$ cat src/rtl/fp32_to_int32.sv
// fp32_to_int32: converts an IEEE-754 single to a signed 32-bit integer,
// rounding toward zero, using a one-bit-per-cycle alignment shifter.
//
// state | meaning
// IDLE  | waiting for a float, in_ready high
// SHIFT | aligning significand one bit per cycle
// FIX   | applying sign (or passing a pre-decided special result) into out regs
// OUT   | result presented, waiting for out_ready
module fp32_to_int32 (
    input  logic        clk,
    input  logic        rst_n,
    input  logic        in_valid,
    output logic        in_ready,
    input  logic [31:0] in_data,
    output logic        out_valid,
    input  logic        out_ready,
    output logic [31:0] out_data,
    output logic [2:0]  out_flags
);

    typedef enum logic [1:0] {
        IDLE  = 2'd0,
        SHIFT = 2'd1,
        FIX   = 2'd2,
        OUT   = 2'd3
    } state_t;

    state_t state, state_nxt;

    logic               sgn;
    logic [31:0]        acc;
    logic signed [5:0]  cnt;
    logic               sticky;
    logic               special;
    logic [2:0]         spec_flags;

    logic        in_sgn;
    logic [7:0]  in_exp;
    logic [22:0] in_man;
    logic        accept;

    logic        cls_special;
    logic [31:0] cls_result;
    logic [2:0]  cls_flags;
    logic [31:0] sat_value;

    assign in_sgn    = in_data[31];
    assign in_exp    = in_data[30:23];
    assign in_man    = in_data[22:0];
    assign accept    = in_valid && in_ready;
    assign sat_value = in_sgn ? 32'h8000_0000 : 32'h7FFF_FFFF;

    // Classify the incoming float; anything outside 127..157 is decided at once.
    always_comb begin
        cls_special = 1'b1;
        cls_result  = 32'h0;
        cls_flags   = 3'b000;
        if (in_exp == 8'd255) begin
            if (in_man != 23'd0) begin
                cls_flags = 3'b100;
            end else begin
                cls_result = sat_value;
                cls_flags  = 3'b010;
            end
        end else if (in_exp >= 8'd158) begin
            cls_result = sat_value;
            if (!(in_exp == 8'd158 && in_sgn && in_man == 23'd0)) begin
                cls_flags = 3'b010;
            end
        end else if (in_exp < 8'd127) begin
            cls_flags = {2'b00, |{in_exp, in_man}};
        end else begin
            cls_special = 1'b0;
        end
    end

    // Next-state and handshake outputs.
    always_comb begin
        state_nxt = state;
        in_ready  = 1'b0;
        out_valid = 1'b0;
        case (state)
            IDLE: begin
                in_ready = 1'b1;
                if (in_valid) begin
                    state_nxt = cls_special ? FIX : SHIFT;
                end
            end
            SHIFT: begin
                if (cnt == 6'sd0) begin
                    state_nxt = FIX;
                end
            end
            FIX: begin
                state_nxt = OUT;
            end
            OUT: begin
                out_valid = 1'b1;
                if (out_ready) begin
                    state_nxt = IDLE;
                end
            end
            default: state_nxt = IDLE;
        endcase
    end

    // State register.
    always_ff @(posedge clk or negedge rst_n) begin
        if (!rst_n) begin
            state <= IDLE;
        end else begin
            state <= state_nxt;
        end
    end

    // Datapath: capture, alignment shifter, and registered result.
    // Special results ride through FIX so every result leaves via one register stage.
    always_ff @(posedge clk or negedge rst_n) begin
        if (!rst_n) begin
            sgn        <= 1'b0;
            acc        <= 32'h0;
            cnt        <= 6'sd0;
            sticky     <= 1'b0;
            special    <= 1'b0;
            spec_flags <= 3'b000;
            out_data   <= 32'h0;
            out_flags  <= 3'b000;
        end else begin
            case (state)
                IDLE: begin
                    if (accept) begin
                        sgn        <= in_sgn;
                        sticky     <= 1'b0;
                        special    <= cls_special;
                        spec_flags <= cls_flags;
                        cnt        <= 6'(in_exp - 8'd150);
                        if (cls_special) begin
                            acc <= cls_result;
                        end else begin
                            acc <= {8'b0, 1'b1, in_man};
                        end
                    end
                end
                SHIFT: begin
                    if (cnt[5]) begin
                        sticky <= sticky | acc[0];
                        acc    <= acc >> 1;
                        cnt    <= cnt + 6'sd1;
                    end else if (cnt != 6'sd0) begin
                        acc <= acc << 1;
                        cnt <= cnt - 6'sd1;
                    end
                end
                FIX: begin
                    if (special) begin
                        out_data  <= acc;
                        out_flags <= spec_flags;
                    end else begin
                        out_data  <= sgn ? (~acc + 32'd1) : acc;
                        out_flags <= {2'b00, sticky};
                    end
                end
                default: ;
            endcase
        end
    end

endmodule
$ cat config.mk
export PLATFORM = sky130hd
export DESIGN_NAME = fp32_to_int32
export DESIGN_NICKNAME = d
export VERILOG_FILES = /design/src/rtl/fp32_to_int32.sv
export SDC_FILE = /design/constraint.sdc
export NUM_CORES = 1
export LEC_CHECK = 0
export CAP_MARGIN = 15
export CORE_MARGIN = 2
export CORE_UTILIZATION = 56
export DETAILED_ROUTE_END_ITERATION = 8
export PLACE_DENSITY_LB_ADDON = 0.08
export SLEW_MARGIN = 10
export SYNTH_ARGS = -nofsm -noshare
export SYNTH_HDL_FRONTEND = slang
export SYNTH_SLANG_ARGS = --single-unit
$ cat constraint.sdc
create_clock -name clk -period 3.05 [get_ports clk]
set_input_delay 0.61 -clock clk [delete_from_list [all_inputs] [get_ports clk]]
set_output_delay 0.61 -clock clk [all_outputs]
set_load 0.1 [all_outputs]
==> tab_implementation.tex <==
\begin{tabular}{lr}
\hline
Metric & Value \\
\hline
\multicolumn{2}{l}{\textbf{Route}} \\
\quad Avg WL per Cell & 17.2 um \\
\quad Number of vias after detailed routing & 4,617 \\
\quad Residual antenna-violating net count after detailed routing & 0 \\
\quad Via density per instance & 6.12 \\
\quad DR iter-0 viols & 255 \\
\quad First-pass iteration count of the detailed router & 5 \\
\quad Total wirelength of the detailed-routed design & 12,900 um \\
\quad DRC errors left & 0 \\
\multicolumn{2}{l}{\textbf{Timing}} \\
\quad Final Hold Violating Endpoints & 0 \\
\quad Sum of negative setup slack & 0 ns \\
\quad Clock Skews & 0.0192 ns \\
\quad RSZ-0062 raised after global routing & false \\
\quad Endpoints failing setup & 0 \\
\quad Maximum clock frequency & 362 MHz \\
\quad Post-route fraction of the period consumed by the critical path & 90.5\% \\
\quad Max-slew violation total from the final report & 0 \\
\quad Worst slew margin relative to its limit & 29.9\% \\
\quad Worst-Margin Slew & 1.05 ns \\
\quad Final period demand of the worst path & 2.76 ns \\
\multicolumn{2}{l}{\textbf{Floorplan}} \\
\quad Core area & 0.00911 sq mm \\
\quad Die extent in x & 100 um \\
\quad Starting density of the core & 57.1\% \\
\quad Die outline area & 0.0101 sq mm \\
\quad Floorplan row count & 35 \\
\quad Number of top-level pins & 73 \\
\quad Die height & 100 um \\
\multicolumn{2}{l}{\textbf{Synth}} \\
\quad Flip-flop and latch count after synthesis & 81 \\
\quad Mapped cell area & 0.00520 sq mm \\
\quad Number of distinct standard cells referenced by the synthesized netlist & 58 \\
\quad Asr flop ratio synth & 100\% \\
\quad Predominant post-synthesis flop cell & dfrtp\_1 \\
\quad Largest cells by area after synthesis & dfrtp\_1 39\%, mux2\_2 7.1\%, nor2\_1 5.8\% \\
\quad Synthesized area divided by synthesized cell count & 8.88 sq um \\
\quad Net count after synthesis & 632 \\
\quad Count of flip-flops with a built-in enable after synthesis & 0 \\
\quad Synth Instances & 586 \\
\quad Yosys synthesis warning count & 0 \\
\quad Fraction of the yosys area taken by sequential cells & 39.0\% \\
\quad Biggest area consumer among synthesized cells & dfrtp\_1 \\
\quad Area share of the leading cell type in the synthesized netlist & 39.0\% \\
\multicolumn{2}{l}{\textbf{Placement}} \\
\quad Placed standard-cell area & 0.00587 sq mm \\
\quad Count of input and output buffers & 72 \\
\quad Post-detail-place hpwl & 9050 um \\
\quad Placer's final routability congestion estimate & 0.862 \\
\multicolumn{2}{l}{\textbf{Critical path}} \\
\quad Worst Setup End Kind & flip-flop \\
\quad Worst-path cell with the longest stage delay & nor4\_1 \\
\quad Critical path required time & 3.31 ns \\
\quad Maximum fanout count along the critical path & 23 \\
\quad Reg-to-reg slack, setup & 0.68 ns \\
\quad Cell breakdown of the critical path & clkdlybuf4s50\_1 -> nor4\_1 -> nand4\_1 -> o21bai\_1 -> o211ai\_4 -> o221ai\_1 \\
\quad Critical path start-end classification & input port to flip-flop \\
\quad Critical Path Start Type & input port \\
\quad Startpoint of the worst register-to-register path & cnt[0] \\
\quad Worst Path Arrival & 3.02 ns \\
\quad Worst r2r dst & acc[24] \\
\quad Cell count of the worst reg-to-reg path & 7 \\
\quad CP peak stage delay & 0.55 ns \\
\multicolumn{2}{l}{\textbf{Worst hold path}} \\
\quad Class of the tightest hold or removal check & input port to async pin \\
\multicolumn{2}{l}{\textbf{Clocking}} \\
\quad Insertion delay of the later-clocked pin in the worst-skew pair & 0.37 ns \\
\quad \# hold bufs at CTS & 0 \\
\quad Num CTS Buffers & 9 \\
\quad H-tree levels & 3 \\
\quad Root buffer cell & clkbuf\_8 \\
\quad Number of gates given a new drive strength after cts & 0 \\
\quad Clock transition at the register clock pins on the worst setup and hold paths after CTS & 0.08 ns \\
\quad Clock tree from TritonCTS & yes \\
\quad Post-CTS Setup Bufs & 0 \\
\quad CTS max path bufs & 2 \\
\quad Clk sink count & 81 \\
\multicolumn{2}{l}{\textbf{Cells and area}} \\
\quad Most used cells in the layout excluding fill and tap cells & 81 x nor2\_1, 81 x dfrtp\_1, 52 x buf\_4 \\
\quad Fill cell count & 759 \\
\quad Final core utilization & 67.1\% \\
\quad Register cell area after layout & 0.00203 sq mm \\
\quad Area added between synthesis and finish & 17.5\% \\
\quad Nets & 684 \\
\quad Final std cell area, no fill & 0.00611 sq mm \\
\quad Multi-input gate area in the final layout & 0.00291 sq mm \\
\quad Ratio of cells with drive above 1 in the final layout & 19.9\% \\
\quad Number of antenna cells inserted & 0 \\
\multicolumn{2}{l}{\textbf{Global route}} \\
\quad Wire length of the first global-routing pass & 21,800 um \\
\quad Overall global routing resource usage & 26.9\% \\
\quad Number of global-route vias before repair & 4,350 \\
\quad Aggregate global routing overflow & 0 \\
\quad Antenna violations before repair & 0 \\
\quad Pin count of the biggest net entering global routing & 82 \\
\multicolumn{2}{l}{\textbf{Status}} \\
\quad Result of the run & complete, no violations \\
\multicolumn{2}{l}{\textbf{Job}} \\
\quad Max-cap viol count & 0 \\
\hline
\end{tabular}
==> through the flow <==
stage          cells  hold slack (ns)  setup slack, ns
4_1_cts          754            0.469            0.392
2_1_floorplan    586            0.314            0.529
3_3_place_gp     738            0.474           0.0743
6_report         754            0.418            0.289
3_5_place_dp     738            0.467          0.00967
5_1_grt          754            0.516            0.226
==> per-layer routing <==
metal	wire length (um)	vias up	global-route usage [%]
met5	0	-	0
met2	5900	146	42.2
met1	6100	2240	39.1
met3	749	18	4.25
li1	-	2213	-
met4	195	0	7.27
==> worst max path at each step <==
stage,to,slack [ns],cells past startpoint,startpoint
detailed placement,acc[1],0.01,6,in_data[26]
floorplan,acc[24],0.53,7,state[0]
global placement,acc[1],0.07,6,in_data[26]
global route,acc[24],0.23,7,in_data[1]
finish,acc[1],0.29,6,in_data[1]
CTS,acc[1],0.39,6,in_data[26]
==> cell usage after synthesis, drive strengths merged, types with 2 or more instances <==
master / number
dfrtp: 81
nor2: 81
a21oi: 51
nand2: 49
mux2: 33
nand3: 31
xnor2: 26
clkbuf: 23
buf: 22
o21ai: 22
o211ai: 21
a31oi: 18
inv: 18
nor4: 12
nor3: 11
ha: 10
xor2: 8
a41oi: 6
nand2b: 5
nand4: 5
o221ai: 5
o31ai: 5
and4: 4
a22oi: 3
mux2i: 3
or3: 3
a211oi: 2
a21o: 2
a221oi: 2
a32o: 2
and2: 2
nor2b: 2
o21bai: 2
o22ai: 2
or4: 2
==> layout make-up <==
| class | instances | area share, % |
|---|---|---|
| clock buffers | 11 | 2.15 |
| clock inverters | 5 | 1.70 |
| inverters | 19 | 1.17 |
| multi-input cells | 441 | 47.6 |
| flip-flops and latches | 81 | 33.2 |
| well taps | 111 | 2.27 |
| repair buffers | 86 | 12.0 |
==> registers in the layout, summed over array words and instances, names as in the netlist <==
name and count:
acc 32, out_data 32, cnt 6, out_flags 3
spec_flags 3, state 2, sgn 1, special 1
sticky 1
==> cell families after synthesis <==
family | after synthesis | share of synthesized area, %
flops | 81 | 39.0
compound gates | 150 | 20.9
mux | 36 | 7.72
fa+ha+maj | 10 | 2.41
buf+inv | 64 | 5.20
simple gates | 211 | 19.1
xor+xnor | 34 | 5.73
==> worst max-delay path: cells and delay by family <==
kind | cells | cell delay (ns)
compound gates | 3 | 1.06
buf+inv | 1 | 0.46
simple gates | 2 | 0.88
Power is not shown: default switching activity piles up to over one toggle a cycle in this logic, so the estimate is an artifact.
